===== config.mk =====
export PLATFORM = sky130hd
export DESIGN_NAME = host_session_table_flat
export DESIGN_NICKNAME = d
export VERILOG_FILES = /design/src/rtl/host_session_table_if.sv /design/src/rtl/host_session_table.sv /design/src/flat_wrapper.sv
export SDC_FILE = /design/constraint.sdc
export NUM_CORES = 1
export LEC_CHECK = 0
export ABC_AREA = 1
export CAP_MARGIN = 20
export CORE_MARGIN = 5
export CORE_UTILIZATION = 43
export DETAILED_ROUTE_END_ITERATION = 16
export DONT_BUFFER_PORTS = 1
export SYNTH_ARGS = -nofsm -noshare
export SYNTH_HDL_FRONTEND = slang
export SYNTH_SLANG_ARGS = --single-unit

===== constraint.sdc =====
create_clock -name clk -period 8.22 [get_ports clk]
set_clock_uncertainty 0.1 [all_clocks]
set_input_delay 2.055 -clock clk [delete_from_list [all_inputs] [get_ports clk]]
set_output_delay 2.055 -clock clk [all_outputs]
set_load 0.05 [all_outputs]

===== src/rtl/host_session_table_if.sv =====
// Config, lookup and result channels of the host/session table.
// Master side belongs to the FIX parser datapath; slave side is the table.
// No state; the table's FSM decides when each handshake takes effect.
interface host_session_table_if #(
  parameter int NUM_HOSTS   = 4,
  parameter int VALUE_BYTES = 10,
  parameter int SIZE_WIDTH  = 6,
  parameter int CNT_WIDTH   = 16
);
  localparam int IDX_WIDTH   = $clog2(NUM_HOSTS);
  localparam int VALUE_WIDTH = 8 * VALUE_BYTES;

  // config write channel
  logic                   cfg_we;
  logic                   cfg_ready;
  logic [IDX_WIDTH-1:0]   cfg_addr;
  logic [VALUE_WIDTH-1:0] cfg_value;
  logic [VALUE_BYTES-1:0] cfg_mask;
  logic                   cfg_role;
  logic [SIZE_WIDTH-1:0]  cfg_size;
  logic                   cfg_entry_en;

  // lookup request channel
  logic                   lk_valid;
  logic                   lk_ready;
  logic [VALUE_WIDTH-1:0] lk_value;
  logic [SIZE_WIDTH-1:0]  lk_len;

  // lookup result channel
  logic                   res_valid;
  logic                   res_ready;
  logic                   res_hit;
  logic [IDX_WIDTH-1:0]   res_index;
  logic                   res_role;
  logic [SIZE_WIDTH-1:0]  res_size;

  logic [CNT_WIDTH-1:0]   miss_count;

  modport master (
    output cfg_we, cfg_addr, cfg_value, cfg_mask, cfg_role, cfg_size, cfg_entry_en,
    output lk_valid, lk_value, lk_len, res_ready,
    input  cfg_ready, lk_ready, res_valid, res_hit, res_index, res_role, res_size,
    input  miss_count
  );

  modport slave (
    input  cfg_we, cfg_addr, cfg_value, cfg_mask, cfg_role, cfg_size, cfg_entry_en,
    input  lk_valid, lk_value, lk_len, res_ready,
    output cfg_ready, lk_ready, res_valid, res_hit, res_index, res_role, res_size,
    output miss_count
  );
endinterface


===== src/rtl/host_session_table.sv =====
// Host/session CompID table: first-match sequential scan of NUM_HOSTS entries.
// Latency: hit at entry j -> result after 1+j edges; miss -> after NUM_HOSTS edges.
// Backpressure: one lookup in flight; cfg/lk only accepted in IDLE, result held until res_ready.
module host_session_table #(
  parameter int NUM_HOSTS   = 4,
  parameter int IDX_WIDTH   = $clog2(NUM_HOSTS),
  parameter int VALUE_BYTES = 10,
  parameter int VALUE_WIDTH = 8 * VALUE_BYTES,
  parameter int SIZE_WIDTH  = 6,
  parameter int CNT_WIDTH   = 16
) (
  input  logic                  clk,
  input  logic                  rst_n,
  host_session_table_if.slave   bus
);

  typedef enum logic [1:0] {IDLE, SCAN, RESP} state_t;

  state_t                 state_q;

  // table storage; only the valid bits are reset
  logic [VALUE_WIDTH-1:0] val_q  [NUM_HOSTS];
  logic [VALUE_BYTES-1:0] mask_q [NUM_HOSTS];
  logic                   role_q [NUM_HOSTS];
  logic [SIZE_WIDTH-1:0]  size_q [NUM_HOSTS];
  logic [NUM_HOSTS-1:0]   en_q;

  // latched request and scan position
  logic [IDX_WIDTH-1:0]   idx_q;
  logic [VALUE_WIDTH-1:0] lk_val_q;
  logic [SIZE_WIDTH-1:0]  lk_len_q;

  // registered result
  logic                   res_valid_q;
  logic                   res_hit_q;
  logic [IDX_WIDTH-1:0]   res_index_q;
  logic                   res_role_q;
  logic [SIZE_WIDTH-1:0]  res_size_q;
  logic [CNT_WIDTH-1:0]   miss_q;

  logic                   cfg_fire;
  logic                   bytes_ok;
  logic                   entry_match;
  logic                   last_idx;

  // writes are dropped outside IDLE, never queued
  assign cfg_fire = bus.cfg_we && (state_q == IDLE);
  assign last_idx = (idx_q == IDX_WIDTH'(NUM_HOSTS - 1));

  // entry payload: no reset needed, the valid bit gates every use
  always_ff @(posedge clk) begin
    if (cfg_fire) begin
      val_q[bus.cfg_addr]  <= bus.cfg_value;
      mask_q[bus.cfg_addr] <= bus.cfg_mask;
      role_q[bus.cfg_addr] <= bus.cfg_role;
      size_q[bus.cfg_addr] <= bus.cfg_size;
    end
  end

  // entry valid bits, cleared by reset
  always_ff @(posedge clk or negedge rst_n) begin
    if (!rst_n) begin
      en_q <= '0;
    end else if (cfg_fire) begin
      en_q[bus.cfg_addr] <= bus.cfg_entry_en;
    end
  end

  // match test for the entry currently under the scan pointer
  always_comb begin
    bytes_ok = 1'b1;
    for (int i = 0; i < VALUE_BYTES; i++) begin
      if (mask_q[idx_q][i] && (val_q[idx_q][8*i +: 8] != lk_val_q[8*i +: 8])) begin
        bytes_ok = 1'b0;
      end
    end
    entry_match = en_q[idx_q] && (size_q[idx_q] == lk_len_q) && bytes_ok;
  end

  // lookup FSM: accept in IDLE, scan one entry per cycle, hold result in RESP
  always_ff @(posedge clk or negedge rst_n) begin
    if (!rst_n) begin
      state_q     <= IDLE;
      idx_q       <= '0;
      lk_val_q    <= '0;
      lk_len_q    <= '0;
      res_valid_q <= 1'b0;
      res_hit_q   <= 1'b0;
      res_index_q <= '0;
      res_role_q  <= 1'b0;
      res_size_q  <= '0;
      miss_q      <= '0;
    end else begin
      case (state_q)
        IDLE: begin
          if (bus.lk_valid) begin
            lk_val_q <= bus.lk_value;
            lk_len_q <= bus.lk_len;
            idx_q    <= '0;
            state_q  <= SCAN;
          end
        end
        SCAN: begin
          if (entry_match) begin
            res_valid_q <= 1'b1;
            res_hit_q   <= 1'b1;
            res_index_q <= idx_q;
            res_role_q  <= role_q[idx_q];
            res_size_q  <= size_q[idx_q];
            state_q     <= RESP;
          end else if (last_idx) begin
            res_valid_q <= 1'b1;
            res_hit_q   <= 1'b0;
            res_index_q <= '0;
            res_role_q  <= 1'b0;
            res_size_q  <= '0;
            if (miss_q != {CNT_WIDTH{1'b1}}) begin
              miss_q <= miss_q + 1'b1;
            end
            state_q <= RESP;
          end else begin
            idx_q <= idx_q + 1'b1;
          end
        end
        RESP: begin
          if (bus.res_ready) begin
            res_valid_q <= 1'b0;
            state_q     <= IDLE;
          end
        end
        default: state_q <= IDLE;
      endcase
    end
  end

  assign bus.cfg_ready  = (state_q == IDLE);
  assign bus.lk_ready   = (state_q == IDLE);
  assign bus.res_valid  = res_valid_q;
  assign bus.res_hit    = res_hit_q;
  assign bus.res_index  = res_index_q;
  assign bus.res_role   = res_role_q;
  assign bus.res_size   = res_size_q;
  assign bus.miss_count = miss_q;

endmodule


===== src/flat_wrapper.sv =====
// flat-port wrapper written by rule: the top's interface ports become plain ports
module host_session_table_flat 
#(
  parameter int NUM_HOSTS   = 4,
  parameter int IDX_WIDTH   = $clog2(NUM_HOSTS),
  parameter int VALUE_BYTES = 10,
  parameter int VALUE_WIDTH = 8 * VALUE_BYTES,
  parameter int SIZE_WIDTH  = 6,
  parameter int CNT_WIDTH   = 16
)
  (clk, rst_n, bus_cfg_we, bus_cfg_addr, bus_cfg_value, bus_cfg_mask, bus_cfg_role, bus_cfg_size, bus_cfg_entry_en, bus_lk_valid, bus_lk_value, bus_lk_len, bus_res_ready, bus_cfg_ready, bus_lk_ready, bus_res_valid, bus_res_hit, bus_res_index, bus_res_role, bus_res_size, bus_miss_count);
  host_session_table_if #(.NUM_HOSTS(NUM_HOSTS), .VALUE_BYTES(VALUE_BYTES), .SIZE_WIDTH(SIZE_WIDTH), .CNT_WIDTH(CNT_WIDTH)) bus_i ();
  input  logic clk;
  input  logic rst_n;
  input wire logic [$bits(bus_i.cfg_we)-1:0] bus_cfg_we;
  input wire logic [$bits(bus_i.cfg_addr)-1:0] bus_cfg_addr;
  input wire logic [$bits(bus_i.cfg_value)-1:0] bus_cfg_value;
  input wire logic [$bits(bus_i.cfg_mask)-1:0] bus_cfg_mask;
  input wire logic [$bits(bus_i.cfg_role)-1:0] bus_cfg_role;
  input wire logic [$bits(bus_i.cfg_size)-1:0] bus_cfg_size;
  input wire logic [$bits(bus_i.cfg_entry_en)-1:0] bus_cfg_entry_en;
  input wire logic [$bits(bus_i.lk_valid)-1:0] bus_lk_valid;
  input wire logic [$bits(bus_i.lk_value)-1:0] bus_lk_value;
  input wire logic [$bits(bus_i.lk_len)-1:0] bus_lk_len;
  input wire logic [$bits(bus_i.res_ready)-1:0] bus_res_ready;
  output wire logic [$bits(bus_i.cfg_ready)-1:0] bus_cfg_ready;
  output wire logic [$bits(bus_i.lk_ready)-1:0] bus_lk_ready;
  output wire logic [$bits(bus_i.res_valid)-1:0] bus_res_valid;
  output wire logic [$bits(bus_i.res_hit)-1:0] bus_res_hit;
  output wire logic [$bits(bus_i.res_index)-1:0] bus_res_index;
  output wire logic [$bits(bus_i.res_role)-1:0] bus_res_role;
  output wire logic [$bits(bus_i.res_size)-1:0] bus_res_size;
  output wire logic [$bits(bus_i.miss_count)-1:0] bus_miss_count;
  assign bus_i.cfg_we = bus_cfg_we;
  assign bus_i.cfg_addr = bus_cfg_addr;
  assign bus_i.cfg_value = bus_cfg_value;
  assign bus_i.cfg_mask = bus_cfg_mask;
  assign bus_i.cfg_role = bus_cfg_role;
  assign bus_i.cfg_size = bus_cfg_size;
  assign bus_i.cfg_entry_en = bus_cfg_entry_en;
  assign bus_i.lk_valid = bus_lk_valid;
  assign bus_i.lk_value = bus_lk_value;
  assign bus_i.lk_len = bus_lk_len;
  assign bus_i.res_ready = bus_res_ready;
  assign bus_cfg_ready = bus_i.cfg_ready;
  assign bus_lk_ready = bus_i.lk_ready;
  assign bus_res_valid = bus_i.res_valid;
  assign bus_res_hit = bus_i.res_hit;
  assign bus_res_index = bus_i.res_index;
  assign bus_res_role = bus_i.res_role;
  assign bus_res_size = bus_i.res_size;
  assign bus_miss_count = bus_i.miss_count;
  host_session_table #(.NUM_HOSTS(NUM_HOSTS), .IDX_WIDTH(IDX_WIDTH), .VALUE_BYTES(VALUE_BYTES), .VALUE_WIDTH(VALUE_WIDTH), .SIZE_WIDTH(SIZE_WIDTH), .CNT_WIDTH(CNT_WIDTH)) u_core (.clk(clk), .rst_n(rst_n), .bus(bus_i));
endmodule

* Word-level counts from Yosys, hierarchy flattened
Memory sizes are Yosys's and may differ from the RTL's. Index checks and enable logic that the tools add are counted.
Cells by class: $lt $le $gt $ge 3, add/subtract/negate cells 2, equal/unequal tests 20, bitwise logic cells 1, reduce and logical (&&, ||, !) cells 24, multiplexer cells 37
Operators by type and width (count):
- 8-bit inequality test | 10
- 1-bit 2-to-1 mux | 20
- 2-bit 2-to-1 mux | 9
- 16-bit by 1-bit adder with 16-bit output (second input constant) | 1
- 16-bit inequality test (second input constant) | 1
- 1-bit logical AND | 14
- 6-bit 2-to-1 mux | 2
- 2-bit inequality test (second input constant) | 4
- 4-bit AND reduction | 2
- 6-bit == test | 1
- 2-bit by 3-bit less-than comparator with 1-bit output (second input constant) | 2
- 2-bit case mux with 3 select lines | 1
- 3-bit AND reduction | 2
- 2-bit nonzero test | 3
- 4-bit bitwise mux | 1
- 2-bit == test (second input constant) | 2
- 2-bit case mux with 2 select lines | 1
- 2-bit AND reduction | 2
- 3-bit by 1-bit inequality test with 1-bit output (second input constant) | 1
- 2-bit by 1-bit adder with 2-bit output (second input constant) | 1
- 1-bit binary-select mux with 2-bit select | 1
- 1-bit demux with 2-bit select | 1
- 2-bit by 1-bit == test with 1-bit output (second input constant) | 1
- 2-bit by 1-bit >= comparator with 1-bit output (second input constant) | 1
- 3 further kinds | 3
Storage, ports and cells: input port bits 191, register bits 121, memories kept 4, word-level logic and storage cells 102, memory bits (writable) 388
Memories:
- u_core.val_q | words 4, width 80, read ports 1, clocked after memory_dff 0, wr ports 1, RTL line host_session_table.sv:22 | logic [VALUE_WIDTH-1:0] val_q [NUM_HOSTS];
- u_core.mask_q | words 4, width 10, read ports 1, clocked after memory_dff 0, wr ports 1, RTL line host_session_table.sv:23 | logic [VALUE_BYTES-1:0] mask_q [NUM_HOSTS];
- u_core.size_q | words 4, width 6, read ports 1, clocked after memory_dff 0, wr ports 1, RTL line host_session_table.sv:25 | logic [SIZE_WIDTH-1:0] size_q [NUM_HOSTS];
- u_core.role_q | words 4, width 1, read ports 1, clocked after memory_dff 0, wr ports 1, RTL line host_session_table.sv:24 | logic role_q [NUM_HOSTS];

* Longest topological paths before layout
Gate-level depths: netlist of the first run. An unclocked memory read counts as a cell.
depth after elaboration 16, depth in mapped cells 21, mapped depth without buffers 18

* Worst setup path after synthesis of the first run
No wires, ideal clock.
path kind input-to-reg, from input bus_cfg_addr[1], to register u_core.en_q[0], setup time 418 ps, setup slack -1486 ps, buffers on the path 0, arrival time 9187 ps, stages 2, path through nor3_1 > a21oi_1
On the way: cells in the longest elaborated chain, start to end 5, elaborated cells on any way between the ends 6, classes of those cells order compare (2); mux (3); reduce/logical (1)
RTL lines:
- start, declared | RTL line flat_wrapper.sv:16 | input wire logic [$bits(bus_i.cfg_addr)-1:0] bus_cfg_addr;
- 2-bit by 3-bit less-than comparator with 1-bit output (implied by the code) / 2-bit by 1-bit >= comparator with 1-bit output (equally long branches) | RTL line host_session_table.sv:65 | en_q[bus.cfg_addr] <= bus.cfg_entry_en;
- 1-bit logical AND (implied by the code) | RTL line host_session_table.sv:65
- 1-bit 2-to-1 mux (implied by the code) | RTL line host_session_table.sv:65
- 1-bit demux with 2-bit select (*)
- 4-bit bitwise mux (*) | RTL line host_session_table.sv:65
- end signal, assigned by index | RTL line host_session_table.sv:65
- end, declared | RTL line host_session_table.sv:26 | logic [NUM_HOSTS-1:0] en_q;
Every way passes the cells marked *; elsewhere a longest branch is shown, timed or not. A chain may end at the register's enable or synchronous reset.

* Worst setup path after layout of the first run
from register u_core.idx_q[0], to register u_core.idx_q[0]
On the way: cells in the longest elaborated chain, start to end 16, elaborated cells on any way between the ends 46, classes of those cells add/sub (1); eq/ne (14); mux (15); reduce/logical (13); memory (3)
RTL lines:
- start, declared | RTL line host_session_table.sv:29 | logic [IDX_WIDTH-1:0] idx_q;
- start signal, assigned | RTL line host_session_table.sv:122 | idx_q <= idx_q + 1'b1;
- memory 4 x 80 bit
- 8-bit inequality test | RTL line host_session_table.sv:73 | if (mask_q[idx_q][i] && (val_q[idx_q][8*i +: 8] != lk_val_q[8*i +: 8])) begin
- 1-bit logical AND | RTL line host_session_table.sv:73
- 1-bit 2-to-1 mux (10 in a row) | RTL line host_session_table.sv:73
- 1-bit logical AND | RTL line host_session_table.sv:77 | entry_match = en_q[idx_q] && (size_q[idx_q] == lk_len_q) && bytes_ok;
- 2-bit inequality test (no source line)
- 4-bit AND reduction (no source line)
Several ways; a longest one is shown, not always the timed one. The select of a mux whose other input is x is not followed.

==> impl_metrics.yaml, run 1 <==
drt:
  antenna_left: 0
  vias: 13680
  routed_wl_um: 52120
  drt-pass1-iter-count: 5
  wl_per_cell_um: 19.73
  drt_iter0_drc: 956
  drcViolationCount: 0
  vias_per_cell: 5.178
outcome:
  outcome: "finished clean"
die:
  ios: 220
  design.die.area_um2: 53840
  coreArea_um2: 48850
  initial_core_util_pct: 43.40
  chipHeight_um: 232.0
  die_x_um: 232.0
  rows: 81
setup_path:
  ff2ff_setup_slack_ps: 3170
  startpoint_type: "register"
  critPathRequiredTime_ps: 8640
  cp_max_fo: 117
  endpoint: "u_core.idx_q[0]$_DFFE_PN0P_"
  startpoint: "u_core.idx_q[0]$_DFFE_PN0P_"
  crit_path_end_kind: "register"
  crit_arrival_ps: 5470
  crit_type: "register to register"
  reg2reg_to: "u_core.idx_q[0]$_DFFE_PN0P_"
  r2r_start: "u_core.idx_q[0]$_DFFE_PN0P_"
  reg2regPathDepth: 16
timing:
  setup_viol: 0
  fin_crit_ps: 5048
  whs_ps: 426.2
  rsz0062_at_grt: "no"
  setup_slack_ps: 3172
  period_share_pct: 61.41
  finalSetupTns_ps: 0
  slew-limit-headroom_pct: 27.96
  max_freq_ghz: 0.1981
  hold_viol: 0
  worstMarginPinSlew_ps: 1081
  maxSlewViolCount: 0
power_and_ir_drop:
  power_density_nw_per_um2: 339.3
  p_comb_share_pct: 26.5
  switching_share_pct: 33.80
  power_w: 0.008015
  power.internal_w: 0.005306
  seqPwrFrac_pct: 42.7
  p_leak_nw: 9.339
  net-switching-power_w: 0.002709
  peakVddDrop_uv: 207.7
  p_clk_share_pct: 30.7
global_routing:
  grt-busiest-layer: "met2"
  use_met1_pct: 25.61
  use_met2_pct: 31.44
  grt_pass1_vias: 13110
  grtUsageMet3_pct: 5.576
  grt-ovfl-total: 0
  grt_usage_pct: 19.30
  grt_pass1_wl_um: 79520
  grt_max_degree: 122
  antenna_found_initial: 1
worst_hold_path:
  min_path_type: "register to register"
clocking:
  cts_setup_buffers: 0
  cts_max_path_buffers: 3
  h-tree-depth: 2
  cts_root_buf: "clkbuf_16"
  cts_tree: "done"
  cts_resized: 0
  clock_sinks: 509
  insertion_delay_ps: 590
  clkTransAtPathRegs_ps: 60
  hold_buffers: 0
  cts_buffers: 54
run:
  maxCapViolations: 0
synth:
  synth.distinct_cells: 33
  avgSynthCellArea_um2: 10.91
  synth_fp_nets: 2139
  synth_area_um2: 21200
  synthCells: 1943
  synth-seq-cells: 509
  ys_warn_count: 0
  synth-seq-area-share_pct: 69.24
placed_design:
  gp_congestion: 0.8191
  dp_hpwl_um: 31940
  post-place-ws_ps: 3184
  io_buffers: 0
final_layout:
  layout_commonest_cell: "nand2_1"
  final_util_pct: 48.35
  num-fill-cells: 4443
  fin_nets: 2125
  syn_to_final_growth_pct: 11.41
  final_cell_mix: "nand2_1 (659), edfxtp_1 (388), nand3_1 (258)"
  layout-drive-gt1-share_pct: 7.848
area by class of cell:
cell class / instances / area [µm²] / share of cell area [%]
sequential: 509 / 14690 / 62.18
tap: 664 / 830.8 / 3.517
antenna: 3 / 7.507 / 0.03178
clock inverter: 40 / 425.4 / 1.801
multi-input combinational: 1257 / 5801 / 24.56
clock buffer: 62 / 1391 / 5.890
timing repair buffer: 15 / 125.1 / 0.5297
inverter: 92 / 352.8 / 1.494
state kept, by name, summed over array words and instances, names as in the netlist, 4 cells and up:
name                   cells
u_core.mask_q             40
u_core.val_q             320
u_core.lk_val_q           80
u_core.size_q             24
u_core.lk_len_q            6
u_core.en_q                4
u_core.bus.miss_count     16
u_core.role_q              4
u_core.bus.res_size        6
power by group through the flow:
| stage | Combinational [W] | Clock (W) | Sequential (W) |
|---|---|---|---|
| after floorplan | 0.00168 | 0 | 0.00336 |
| after global placement | 0.00212 | 0 | 0.00347 |
| after detailed placement | 0.00216 | 0 | 0.00347 |
| after CTS | 0.00216 | 0.00252 | 0.00343 |
| after global routing | 0.00244 | 0.00263 | 0.00347 |
| final | 0.00213 | 0.00246 | 0.00343 |
logic make-up (layout without fill, tap and decap cells):
kind of cell | after synthesis | after routing | synth area share (%)
flops | 509 | 509 | 69.24
buf+inv | 177 | 209 | 3.588
simple gates | 1069 | 1069 | 20.91
mux | 30 | 30 | 1.593
compound gates | 121 | 121 | 3.051
other cells | 0 | 3 | 0
fa+ha+maj | 5 | 5 | 0.2951
xor+xnor | 32 | 32 | 1.322
stage by stage:
step                instance area [µm²]  instances
floorplan                         21210       1943
global placement                  21800       2537
detailed placement                21800       2537
CTS                               23610       2639
global route                      23620       2640
finish                            23620       2642
metal layers:
layer | wire, µm | up-vias
met5 | 0 | -
met4 | 1049 | 0
met3 | 4234 | 71
met2 | 24780 | 375
met1 | 22050 | 6647
li1 | - | 6588
cells in the mapped netlist (all sizes together):
cell,n,area (µm²)
o21a,1,7.510
a41oi,1,8.760
mux2,30,337.8
clkbuf,20,75.07
o21ai,44,235.2
nor3,10,50.05
nand2,661,2489
inv,92,347.8
xnor2,9,78.83
ha,5,62.56
o211ai,1,7.510
a21oi,61,305.3
xor2,23,201.4
dfrtp,121,3028
nand3b,13,97.59
nor4,1,6.260
o22ai,12,75.07
nor2,118,445.4
nand4,7,43.79
a21boi,1,7.510
buf,65,337.8
nand3,259,1301
edfxtp,388,11650
worst min path at each step:
stage / cells after the start / slack (ps) / start / to
2_1_floorplan: 2 / 370 / u_core.state_q[1]$_DFFE_PN0P_ / u_core.state_q[1]$_DFFE_PN0P_
3_3_place_gp: 2 / 380 / u_core.state_q[0]$_DFFE_PN0P_ / u_core.state_q[0]$_DFFE_PN0P_
3_5_place_dp: 2 / 400 / u_core.state_q[1]$_DFFE_PN0P_ / u_core.state_q[1]$_DFFE_PN0P_
4_1_cts: 2 / 420 / u_core.state_q[1]$_DFFE_PN0P_ / u_core.state_q[1]$_DFFE_PN0P_
5_1_grt: 1 / 450 / u_core.lk_len_q[4]$_DFFE_PN0P_ / u_core.lk_len_q[4]$_DFFE_PN0P_
6_report: 2 / 430 / u_core.state_q[1]$_DFFE_PN0P_ / u_core.state_q[1]$_DFFE_PN0P_
critical path, cell delays in order (launching register included):
cell	delay (ps)
dfrtp_4	800
inv_6	820
buf_4	830
nand2_1	120
nand3_1	100
nand2_1	70
xor2_1	130
nand2_1	70
nor2_1	100
nand2_1	60
nand2_1	70
nand2_1	110
nor2_1	240
nand4_1	710
nand3_1	330
nand2_1	70
nand2_1	80
Note: power is estimated with default switching activity, not from simulation.
==> inputs of run 2 (changes only) <==
==> constraint.sdc (replaced) <==
create_clock -name clk -period 4.7 [get_ports clk]
set_clock_uncertainty 0.1 [all_clocks]
set_input_delay 1.175 -clock clk [delete_from_list [all_inputs] [get_ports clk]]
set_output_delay 1.175 -clock clk [all_outputs]
set_load 0.05 [all_outputs]
==> run 2 against run 1 <==
Final area increased by 0.50%. Via count down 0.33%. Critical path depth down 1. First-iteration DRC count down 7.7%. Combinational power grew 85%. Clock power up 72%. Flip-flop and latch count did not move. Sequential share of layout area down 0.31 points. Count of clock-buffer cells in the layout is 9 higher. Utilization up 0.24 points. Hold slack got worse by 250 ps. Cell count is 0.11% higher.
==> impl_metrics.yaml, run 2 (same netlist as run 1, synthesis figures left out) <==
global_routing:
  grt_pass1_vias: 13520
  grt_pass1_wl_um: 80710
  grt-ovfl-total: 0
  antenna_found_initial: 1
  grt_max_degree: 200
  grt_usage_pct: 19.52
timing:
  maxSlewViolCount: 0
  slew-limit-headroom_pct: 34.30
  setup_viol: 0
  fin_crit_ps: 3612
  whs_ps: 173.2
  max_freq_ghz: 0.2768
  hold_viol: 0
  period_share_pct: 76.85
  rsz0062_at_grt: "no"
  worstMarginPinSlew_ps: 985.6
die:
  die_x_um: 232.0
  rows: 81
  initial_core_util_pct: 43.40
  design.die.area_um2: 53840
  coreArea_um2: 48850
  chipHeight_um: 232.0
  ios: 220
setup_path:
  crit_path_end_kind: "register"
  r2r_start: "u_core.idx_q[0]$_DFFE_PN0P_"
  reg2reg_to: "u_core.bus.miss_count[3]$_DFFE_PN0P_"
  cp_max_fo: 199
  ff2ff_setup_slack_ps: 1090
  startpoint_type: "register"
  crit_type: "register to register"
  critPathRequiredTime_ps: 5100
  crit_arrival_ps: 4010
  reg2regPathDepth: 15
power_and_ir_drop:
  peakVddDrop_uv: 400.9
  p_leak_nw: 9.380
  power_density_nw_per_um2: 592.1
final_layout:
  layout_commonest_cell: "nand2_1"
  syn_to_final_growth_pct: 11.97
  largest_reg_flops: 320
  final_cell_mix: "nand2_1 (659), edfxtp_1 (388), nand3_1 (258)"
  diodes: 0
  layout-drive-gt1-share_pct: 7.824
  largestRegisters: "u_core.val_q x320, u_core.lk_val_q x80, u_core.mask_q x40"
  regMostFlops: "u_core.val_q"
  fin_nets: 2132
  final_cells: 2645
clocking:
  cts_resized: 0
  cts_buffers: 55
  cts_tree: "done"
  cts_max_path_buffers: 3
  h-tree-depth: 2
  hold_buffers: 0
  clock_sinks: 509
  clkTransAtPathRegs_ps: 60
  insertion_delay_ps: 590
  cts_setup_buffers: 0
  cts_root_buf: "clkbuf_16"
drt:
  drt_iter0_drc: 882
  vias_per_cell: 5.155
  drcViolationCount: 0
  antenna_left: 0
  wl_per_cell_um: 20.03
  drt-pass1-iter-count: 5
  routed_wl_um: 52990
  vias: 13640
placed_design:
  dp_hpwl_um: 31290
  io_buffers: 0
  dp.cells: 2543
  gp_congestion: 0.8003
outcome:
  outcome: "finished clean"
run:
  maxCapViolations: 0
worst_hold_path:
  min_path_type: "primary input to async pin"
## run 2: cell types whose count changed in the layout (fill, tap and decap cells not counted), sizes merged
cell    before  now
buf         15   21
bufinv       7    4
clkbuf      62   71
clkinv      25   23
diode        3    0
inv         96   92
## run 2: how the worst max path moves through the flow
stage                                           end  slack [ps]  depth (start not counted)                         from
5_1_grt        u_core.bus.miss_count[3]$_DFFE_PN0P_         760                         18  u_core.idx_q[0]$_DFFE_PN0P_
4_1_cts        u_core.bus.miss_count[3]$_DFFE_PN0P_         990                         16  u_core.idx_q[0]$_DFFE_PN0P_
3_3_place_gp   u_core.bus.miss_count[4]$_DFFE_PN0P_        1160                         17  u_core.idx_q[0]$_DFFE_PN0P_
3_5_place_dp   u_core.bus.miss_count[3]$_DFFE_PN0P_        1050                         17  u_core.idx_q[0]$_DFFE_PN0P_
6_report       u_core.bus.miss_count[3]$_DFFE_PN0P_        1090                         15  u_core.idx_q[0]$_DFFE_PN0P_
2_1_floorplan            u_core.en_q[3]$_DFFE_PN0P_       -1050                          3                   bus_cfg_we
## run 2: critical path: stages (launching register included)
cell	delay, ps
dfrtp_4	450
buf_12	630
nand2_1	100
nand3_1	120
nand2_1	100
xor2_1	140
nand2_1	80
nor2_1	300
nand2_1	150
nand2_1	80
nand2_1	50
nor2_1	260
nand3_2	170
nand2_4	200
inv_2	170
o21ai_0	220
## run 2: power by group
group / internal [W] / total (W) / switching [W]
logic: 0.00130 / 0.00394 / 0.00265
clock network: 0.00250 / 0.00424 / 0.00174
registers: 0.00551 / 0.00587 / 0.000355
total: 0.00931 / 0.0141 / 0.00474
## run 2: per-layer routing
| layer | wire, µm | vias up | global-route usage (%) |
|---|---|---|---|
| met1 | 22360 | 6631 | 25.11 |
| met2 | 25640 | 329 | 32.74 |
| met5 | 7 | - | 0 |
| met4 | 1124 | 2 | 5.410 |
| met3 | 3860 | 77 | 5.441 |
| li1 | - | 6597 | - |
## run 2: per-stage QoR
| stage | total power (W) | setup slack (ps) | setup TNS, ps | util, % | area (µm²) |
|---|---|---|---|---|---|
| global route | 0.01497 | 759.2 | 0 | 48.60 | 23740 |
| floorplan | 0.008809 | -1047 | -405340 | - | 21220 |
| detailed placement | 0.009965 | 1054 | 0 | 44.94 | 21950 |
| global placement | 0.009873 | 1163 | 0 | 44.94 | 21950 |
| finish | 0.01406 | 1088 | 0 | 48.60 | 23740 |
| CTS | 0.01423 | 989.2 | 0 | 48.60 | 23740 |
## run 2: final cells by class
cell class,count,area (µm²)
timing repair buffer,21,270.3
sequential,509,14690
multi-input combinational,1257,5813
tap,664,830.8
inverter,92,352.8
fill,4462,25110
clock inverter,31,256.5
clock buffer,71,1529
